$ cat src/rtl/avr_prog_rom_bridge_if.sv
// Byte-wide program ROM bus with level request and one-cycle ack.
// master: rom_addr/rom_req out, rom_ack/rom_data in; slave: the reverse.
interface avr_prog_rom_bridge_if;
  logic [16:0] rom_addr;
  logic        rom_req;
  logic        rom_ack;
  logic [7:0]  rom_data;

  modport master (
    output rom_addr, rom_req,
    input  rom_ack, rom_data
  );

  modport slave (
    input  rom_addr, rom_req,
    output rom_ack, rom_data
  );
endinterface

$ cat src/rtl/avr_prog_rom_bridge.sv
// Fetch-port responder: 16-bit words from a byte ROM, one-word cache, timeout.
// Ports: CLK, RST, prog_addr, flush, prog_data, instr_valid, stall, fetch_err, rom.
module avr_prog_rom_bridge #(
  parameter int          TIMEOUT  = 16,
  parameter logic [15:0] NOP_WORD = 16'h0000
) (
  input  logic        CLK,
  input  logic        RST,
  input  logic [15:0] prog_addr,
  input  logic        flush,
  output logic [15:0] prog_data,
  output logic        instr_valid,
  output logic        stall,
  output logic        fetch_err,
  avr_prog_rom_bridge_if.master rom
);

  typedef enum logic [1:0] {
    IDLE  = 2'd0,
    RD_LO = 2'd1,
    RD_HI = 2'd2
  } state_t;

  localparam logic [7:0] TO_LAST = 8'(TIMEOUT - 1);

  state_t      state, state_n;
  logic [15:0] req_addr, req_addr_n;
  logic [15:0] tag, tag_n;
  logic [7:0]  lo_buf, lo_buf_n;
  logic [7:0]  cnt, cnt_n;
  logic [15:0] data_n;
  logic        cache_valid, cv_n;
  logic        err_n;
  // flush seen while a read is in flight: result is stored but not trusted
  logic        fpend, fpend_n;
  logic        hit;

  assign hit         = cache_valid & (prog_addr == tag) & ~flush;
  assign instr_valid = (state == IDLE) & hit;
  assign stall       = ~instr_valid;

  assign rom.rom_req  = (state != IDLE);
  assign rom.rom_addr = {req_addr, state == RD_HI};

  always_ff @(posedge CLK) begin
    if (RST) begin
      state       <= IDLE;
      req_addr    <= 16'h0000;
      tag         <= 16'h0000;
      lo_buf      <= 8'h00;
      cnt         <= 8'h00;
      prog_data   <= NOP_WORD;
      cache_valid <= 1'b0;
      fetch_err   <= 1'b0;
      fpend       <= 1'b0;
    end else begin
      state       <= state_n;
      req_addr    <= req_addr_n;
      tag         <= tag_n;
      lo_buf      <= lo_buf_n;
      cnt         <= cnt_n;
      prog_data   <= data_n;
      cache_valid <= cv_n;
      fetch_err   <= err_n;
      fpend       <= fpend_n;
    end
  end

  always_comb begin
    state_n    = state;
    req_addr_n = req_addr;
    tag_n      = tag;
    lo_buf_n   = lo_buf;
    cnt_n      = cnt;
    data_n     = prog_data;
    cv_n       = cache_valid;
    err_n      = fetch_err;
    fpend_n    = fpend;
    unique case (state)
      IDLE: begin
        if (flush) cv_n = 1'b0;
        if (!hit) begin
          req_addr_n = prog_addr;
          cnt_n      = 8'h00;
          fpend_n    = 1'b0;
          state_n    = RD_LO;
        end
      end
      RD_LO, RD_HI: begin
        if (flush) fpend_n = 1'b1;
        if (rom.rom_ack) begin
          cnt_n = 8'h00;
          if (state == RD_LO) begin
            lo_buf_n = rom.rom_data;
            state_n  = RD_HI;
          end else begin
            data_n  = {rom.rom_data, lo_buf};
            tag_n   = req_addr;
            cv_n    = ~(fpend | flush);
            state_n = IDLE;
          end
        end else if (cnt == TO_LAST) begin
          // ROM never answered: hand the CPU a NOP instead of deadlocking
          data_n  = NOP_WORD;
          tag_n   = req_addr;
          cv_n    = ~(fpend | flush);
          err_n   = 1'b1;
          state_n = IDLE;
        end else begin
          cnt_n = cnt + 8'd1;
        end
      end
      default: state_n = IDLE;
    endcase
  end

endmodule

$ cat src/flat_wrapper.sv
// flat-port wrapper written by rule: the top's interface ports become plain ports
module avr_prog_rom_bridge_flat 
#(
  parameter int          TIMEOUT  = 16,
  parameter logic [15:0] NOP_WORD = 16'h0000
)
  (CLK, RST, prog_addr, flush, prog_data, instr_valid, stall, fetch_err, rom_rom_addr, rom_rom_req, rom_rom_ack, rom_rom_data);
  avr_prog_rom_bridge_if rom_i ();
  input  logic CLK;
  input  logic RST;
  input  logic [15:0] prog_addr;
  input  logic flush;
  output logic [15:0] prog_data;
  output logic instr_valid;
  output logic stall;
  output logic fetch_err;
  output wire logic [$bits(rom_i.rom_addr)-1:0] rom_rom_addr;
  output wire logic [$bits(rom_i.rom_req)-1:0] rom_rom_req;
  input wire logic [$bits(rom_i.rom_ack)-1:0] rom_rom_ack;
  input wire logic [$bits(rom_i.rom_data)-1:0] rom_rom_data;
  assign rom_rom_addr = rom_i.rom_addr;
  assign rom_rom_req = rom_i.rom_req;
  assign rom_i.rom_ack = rom_rom_ack;
  assign rom_i.rom_data = rom_rom_data;
  avr_prog_rom_bridge #(.TIMEOUT(TIMEOUT), .NOP_WORD(NOP_WORD)) u_core (.CLK(CLK), .RST(RST), .prog_addr(prog_addr), .flush(flush), .prog_data(prog_data), .instr_valid(instr_valid), .stall(stall), .fetch_err(fetch_err), .rom(rom_i));
endmodule
$ cat config.mk
export PLATFORM = sky130hd
export DESIGN_NAME = avr_prog_rom_bridge_flat
export DESIGN_NICKNAME = d
export VERILOG_FILES = /design/src/rtl/avr_prog_rom_bridge_if.sv /design/src/rtl/avr_prog_rom_bridge.sv /design/src/flat_wrapper.sv
export SDC_FILE = /design/constraint.sdc
export NUM_CORES = 1
export LEC_CHECK = 0
export ABC_AREA = 1
export BUFFER_PORTS_ARGS = -buffer_cell sky130_fd_sc_hd__clkbuf_2
export CAP_MARGIN = 30
export CELL_PAD_IN_SITES_DETAIL_PLACEMENT = 1
export CELL_PAD_IN_SITES_GLOBAL_PLACEMENT = 2
export CORE_ASPECT_RATIO = 0.7
export CORE_MARGIN = 2
export CORE_UTILIZATION = 30
export CTS_BUF_LIST = sky130_fd_sc_hd__clkbuf_16
export DETAILED_ROUTE_END_ITERATION = 8
export PLACE_DENSITY = 0.78
export SYNTH_ARGS = -nofsm -noshare
export SYNTH_HDL_FRONTEND = slang
export SYNTH_SLANG_ARGS = --single-unit
$ cat constraint.sdc
create_clock -name CLK -period 1.85 [get_ports CLK]
set_input_delay 0.37 -clock CLK [delete_from_list [all_inputs] [get_ports CLK]]
set_output_delay 0.37 -clock CLK [all_outputs]
set_load 0.02 [all_outputs]
==> impl_metrics.tcl, run 1 <==
set metrics [dict create \
    clock-root-buffer "clkbuf_16" \
    placed_cell_area_um2 3739 \
    crit_fanout 2 \
    ys_seq_elements 69 \
    fillCellCount 1329 \
    first_pass_iters 4 \
    tritoncts "built" \
    peakVddDrop_mv 0.5418 \
    fp.dieArea_um2 11520 \
    timing.rr.end "u_core.cnt[0]" \
    ys.flop_type "dfxtp_1" \
    outcome "complete, but fails checks" \
    timing.final.ws_setup_ns -0.06648 \
    syn-num-nets 492 \
    min_to "u_core.cnt[6]" \
    worst_pin_slew_ns 0.3799 \
    syn_area_um2 3201 \
    power_leakage_nw 1.980 \
    grt_pass1_vias 3186 \
    relSlewSlack 0.7465 \
    cp_data_required_time_ns 1.48 \
    mostFrequentLayoutCells "90 x nor2_1, 63 x nand2_1, 62 x clkbuf_2, 62 x dfxtp_1, 46 x o21ai_0" \
    violations "setup timing" \
    finish.net_count 571 \
    fp.dieW_um 127.5 \
    post_drt_wl_per_cell_um 14.07 \
    reg2reg_from "u_core.tag[3]" \
    async_reset_ff_frac 0 \
    final_area_um2 4193 \
    start_util 0.3090 \
    synth_edf_count 0 \
    ios 65 \
    gp_congestion 0.7982 \
    ys_warn_count 0 \
    grtUsageTotal 0.1763 \
    hpwlAfterDp_mm 6.796 \
    ys_seq_area_frac 0.4316 \
    setup_viol 2 \
    numPortBuffers 64 \
    grt_pass1_wl_mm 16.00 \
    endpoint_kind "output pin" \
    n_antenna_cell 0 \
    cp.arrival_ns 1.55 \
    vias 3168 \
    r2r_slack_ns 0.09 \
    synthToLayoutAreaGrowth_pct 31.00 \
    layout-drive-gt1-share 0.2762 \
    fin_worst_skew_ns 0.008734 \
    clock_latency_ns 0.34 \
    fin_util 0.4049 \
    p_per_area_nw_per_um2 1421 \
    cts.sinks 69 \
    dp.cells 653 \
    drc 0 \
    overflow 0 \
    syn-instance-count 459 \
    numCtsBuffers 9 \
    period_share 1.036 \
    synth.distinct_cells 30 \
    rows 31 \
    wl_mm 9.496 \
    htreeDepth 3 \
    slew_violations 0 \
    hp-class "primary input to register" \
    grt_max_degree 66 \
    path_class "register to output pin" \
    vias_per_cell 4.693 \
    die_h_um 90.42 \
    final_common_cell "nor2_1" \
    cts.clk_slew.worst_paths_ns 0.06 \
    finalHoldViolCount 0 \
    postRouteAntennaNets 0 \
    syn_avg_cell_area_um2 6.973 \
    worst_setup_path_start_kind "register" \
    first_iter_violations 147 \
    r2r_cells 14 \
    fin_crit_ns 1.916 \
    hold_start "RST" \
    instances_no_fill 675 \
    max_freq_ghz 0.5218 \
    ctsLongestPathBuffers 2 \
    antenna_found_initial 0 \
    core_area_um2 10360 \
    hold_depth 2 \
    hold_buffers 0 \
    cap_violations 0 \
    rsz0062_at_grt "yes" \
]
[flip-flops by register name, summed over array words and instances, names as in the netlist]
name and cells:
u_core.prog_data 16, u_core.cache_valid 1, u_core.state 2, u_core.lo_buf 8
u_core.fpend 1, u_core.req_addr 16, u_core.cnt 8, u_core.fetch_err 1
u_core.tag 16
[logic make-up (layout without fill, tap and decap cells)]
kind of cell	after synthesis	count (layout)	share of synthesized area
xor gates and xnor gates	3	3	0.008211
buffers and inverters	69	153	0.09343
and+or+nand+nor	213	213	0.2865
DFF	69	69	0.4316
adders and majority gates	5	5	0.01955
AOI/OAI and AO/OA	100	100	0.1607
[Yosys cell counts (all sizes together), types with 3 or more instances]
master    n  area (um2)
xnor2     3       26.28
nor2    106       432.9
nand2    72       277.8
nand3    18       95.09
a21oi    38       190.2
ha        5       62.56
o21ai    59       295.3
dfxtp    69        1381
nor3      5       25.02
nand4     6       43.79
inv      50       190.2
buf      12       82.57
clkbuf    7       26.28
[worst max-delay path, cell delays in order, from the launching register on]
cell and delay, ns:
dfxtp_2 0.34, inv_2 0.04, nand2_2 0.07, nand2_2 0.05, nor3b_2 0.14, nand4_1 0.09
nor2_1 0.12, nand4_1 0.13, inv_1 0.09, clkbuf_8 0.14
[per-layer routing]
metal	track usage	wire (um)	part of all wire
met1	0.2578	4975	0.52
met2	0.2442	4009	0.42
met3	0.05569	390	0.041
met4	0.05495	120	0.013
met5	0	0	0
[final cells by class]
cell class              instances  area, um2  share of cell area
flip-flops and latches         69       1390              0.3315
clock inverters                 7      66.31             0.01582
multi-input cells             321       1610              0.3841
well taps                     132      165.2             0.03939
inverters                      50      192.7             0.04596
repair buffers                 87      543.0              0.1295
clock buffers                   9      225.2             0.05372
[worst max-delay path by stage]
stage	end	cells past startpoint	slack, ns	start
6_report	instr_valid	9	-0.07	u_core.tag[3]
5_1_grt	instr_valid	9	-0.22	u_core.tag[14]
4_1_cts	instr_valid	9	-0.07	u_core.tag[3]
3_5_place_dp	u_core.cnt[1]	11	0.03	u_core.state[0]
3_3_place_gp	instr_valid	7	0.06	prog_addr[4]
2_1_floorplan	instr_valid	8	0.17	prog_addr[3]
[report_power, final]
group | total, mW | internal, mW | switching (mW)
clock | 1.71 | 1.03 | 0.672
sequential | 2.10 | 1.86 | 0.240
combinational | 2.15 | 0.785 | 1.37
[through the flow]
| step | setup slack [ns] | TNS (ns) | total power, mW | hold slack [ns] |
|---|---|---|---|---|
| final | -0.06648 | -0.08328 | 5.959 | 0.2954 |
| after global routing | -0.2234 | -0.5283 | 6.421 | 0.3008 |
| after CTS | -0.07326 | -0.1009 | 5.964 | 0.2863 |
| after detailed placement | 0.03258 | 0 | 4.166 | 0.4429 |
| after global placement | 0.06040 | 0 | 4.105 | 0.4365 |
| after floorplan | 0.1667 | 0 | 3.447 | 0.4391 |
[timing repair]
| action | 4_1_cts | 5_1_grt |
|---|---|---|
| buffers inserted | 3 | 3 |
| gates resized for setup | 15 | 26 |
| pin swaps | 2 | 10 |
| endpoints found under the setup margin | 2 | 60 |
No activity file was read; power rests on OpenSTA's default activity.
==> run 2, diff against run 1 <==
Settings changed: ABC_AREA 1 to unset, CORE_UTILIZATION 30 to 31, PLACE_DENSITY 0.78 to 0.77.
==> impl_metrics.tcl, run 2 <==
set metrics [dict create \
    outcome "complete, but fails checks" \
    violations "setup timing" \
    path_class "register to output pin" \
    fin_util 0.4374 \
    fin_crit_ns 2.080 \
    syn-instance-count 352 \
    hold_ws_ns 0.2850 \
    p_total_mw 4.079 \
    swShare 0.2792 \
    crit_fanout 3 \
    dp.cells 543 \
    htreeDepth 3 \
    rsz0062_at_grt "yes" \
    placed_cell_area_um2 3575 \
    fp.dieW_um 120.9 \
    post_drt_wl_per_cell_um 15.65 \
    numPortBuffers 64 \
    clock_latency_ns 0.33 \
    synth_common_cells "70 x nand2_1, 69 x dfxtp_1, 50 x a21oi_1" \
    postRouteAntennaNets 0 \
    async_reset_ff_frac 0 \
    layout-drive-gt1-share 0.2955 \
    gp_congestion 0.7751 \
    clkPwrFrac 0.406 \
    endpoint_kind "output pin" \
    cp_slowest_cell "dfxtp_1" \
    numCtsBuffers 9 \
    vias 2696 \
    hold_buffers 0 \
    wl_mm 8.829 \
    cap_violations 0 \
    hp-class "primary input to register" \
    fp.dieArea_um2 10380 \
    synth.most_common_cell "nand2_1" \
    rows 29 \
    power_frac_seq 0.401 \
    ys_seq_area_frac 0.4654 \
    ys_top_cells_by_area "dfxtp_1 47%, nand2_1 8.9%, a21oi_1 8.4%" \
    peakVddDrop_mv 0.5297 \
    syn-num-nets 385 \
    overflow 0 \
    timing.final.ws_setup_ns -0.2298 \
    tritoncts "built" \
    ys.flop_type "dfxtp_1" \
    syn_area_um2 2968 \
    setup_tns_ns -1.647 \
    slowest_delay_ns 0.34 \
    synthToLayoutAreaGrowth_pct 35.29 \
    drc 0 \
    clock-root-buffer "clkbuf_16" \
    syn_avg_cell_area_um2 8.431 \
    instances_no_fill 564 \
    cp_data_required_time_ns 1.48 \
    ys_seq_elements 69 \
    worst_pin_slew_ns 0.4510 \
    yosys.area.top_type "dfxtp_1" \
    final_common_cell "nand2_1" \
    core_area_um2 9180 \
    cp_num_buf_inv 1 \
    slew_violations 0 \
    vias_per_cell 4.780 \
    final_area_um2 4015 \
    period_share 1.124 \
    grt_max_degree 42 \
    cts.sinks 69 \
    n_antenna_cell 0 \
    antenna_found_initial 0 \
    pwr-share-comb 0.193 \
    grtUsageTotal 0.1739 \
    power_leakage_nw 1.662 \
    ctsLongestPathBuffers 2 \
    p_int_mw 2.940 \
    finish.net_count 468 \
    synth.top_cell.area_share 0.4654 \
    cp.arrival_ns 1.71 \
    first_pass_iters 4 \
    worst_setup_path_start_kind "register" \
    p_per_area_nw_per_um2 1016 \
    path_cells "xor2_2, nor4_1, and3_1, and4_4, clkbuf_4" \
    synth.distinct_cells 41 \
    setup_viol 21 \
    pre_cts_slack_ns -0.2500 \
    max_freq_ghz 0.4808 \
    ios 65 \
    crit_family "simple AND/OR/NAND/NOR gates" \
    grt_pass1_vias 2652 \
    fillCellCount 1109 \
    ys_warn_count 0 \
    power.switching_mw 1.139 \
    start_util 0.3233 \
    hpwlAfterDp_mm 5.886 \
    relSlewSlack 0.6993 \
    reg.largest.list "u_core.prog_data (16), u_core.req_addr (16), u_core.tag (16)" \
    synth_edf_count 0 \
    die_h_um 85.87 \
    first_iter_violations 89 \
    grt_pass1_wl_mm 13.99 \
    fin_worst_skew_ns 0.005514 \
    finalHoldViolCount 0 \
    mostFrequentLayoutCells "70 x nand2_1, 62 x clkbuf_2, 62 x dfxtp_1" \
    cts.clk_slew.worst_paths_ns 0.06 \
]
==> run 2: cell count changes after synthesis, sizes merged, moves of 6 or more <==
cell    change
nor2       -76
a21oi      +12
clkbuf      +6
mux2i      +18
buf         -7
o21ai      -48
inv        -40
xor2       +13
==> run 2: worst reg2reg max path, cell delays in order, from the launching register on <==
cell       delay, ns
dfxtp_2         0.32
inv_1           0.04
a222oi_1        0.40
nand2_1         0.28
o21ai_4         0.29
bufbuf_16       0.32
mux2i_1         0.18
nor2_1          0.05
==> run 2: path summary, 6_finish.rpt <==
path,slack [ns],from,depth (start not counted),endpoint
worst min register to register,0.45,u_core.prog_data[2],2,u_core.prog_data[2]
worst min-delay path,0.28,rom_rom_data[2],3,u_core.lo_buf[2]
worst max register to register,-0.14,u_core.tag[2],7,u_core.req_addr[10]
worst max-delay path,-0.23,u_core.tag[14],5,instr_valid
==> run 2: per-layer routing <==
metal,vias up,wire length (um),track usage
li1,1365,-,-
met1,1263,4270,0.2316
met2,61,4058,0.2758
met3,7,434,0.05319
met4,0,65,0.04440
met5,-,0,0
==> run 2: power groups by stage <==
stage	clock, mW	sequential, mW	combinational, mW
after floorplan	0	1.71	0.394
after global placement	0	1.66	0.713
after detailed placement	0	1.66	0.724
after CTS	1.70	1.63	0.774
after global routing	1.78	1.65	0.864
final	1.66	1.64	0.788
==> run 2: cell type report <==
cell class | count | area [um2] | share of cell area
clock buffers | 9 | 225.2 | 0.05609
clock inverters | 7 | 57.56 | 0.01433
inverters | 10 | 37.54 | 0.009349
multi-input cells | 255 | 1534 | 0.3821
flip-flops and latches | 69 | 1390 | 0.3462
well taps | 124 | 155.1 | 0.03864
repair buffers | 90 | 615.6 | 0.1533
==> run 2: timing repair <==
item,CTS,global route
gates cloned,1,1
gates resized for setup,19,6
pin swaps,9,3
setup endpoints to repair,27,55
buffers inserted,3,0
==> run 2: logic make-up (layout without fill, tap and decap cells) <==
group                      after synthesis  count (layout)  share of synthesized area
AOI/OAI and AO/OA                       68              68                     0.1320
xor gates and xnor gates                13              13                    0.03836
adders and majority gates                5               5                    0.02108
buffers and inverters                   28             116                    0.04216
DFF                                     69              69                     0.4654
muxes                                   18              18                    0.06071
and+or+nand+nor                        151             151                     0.2403
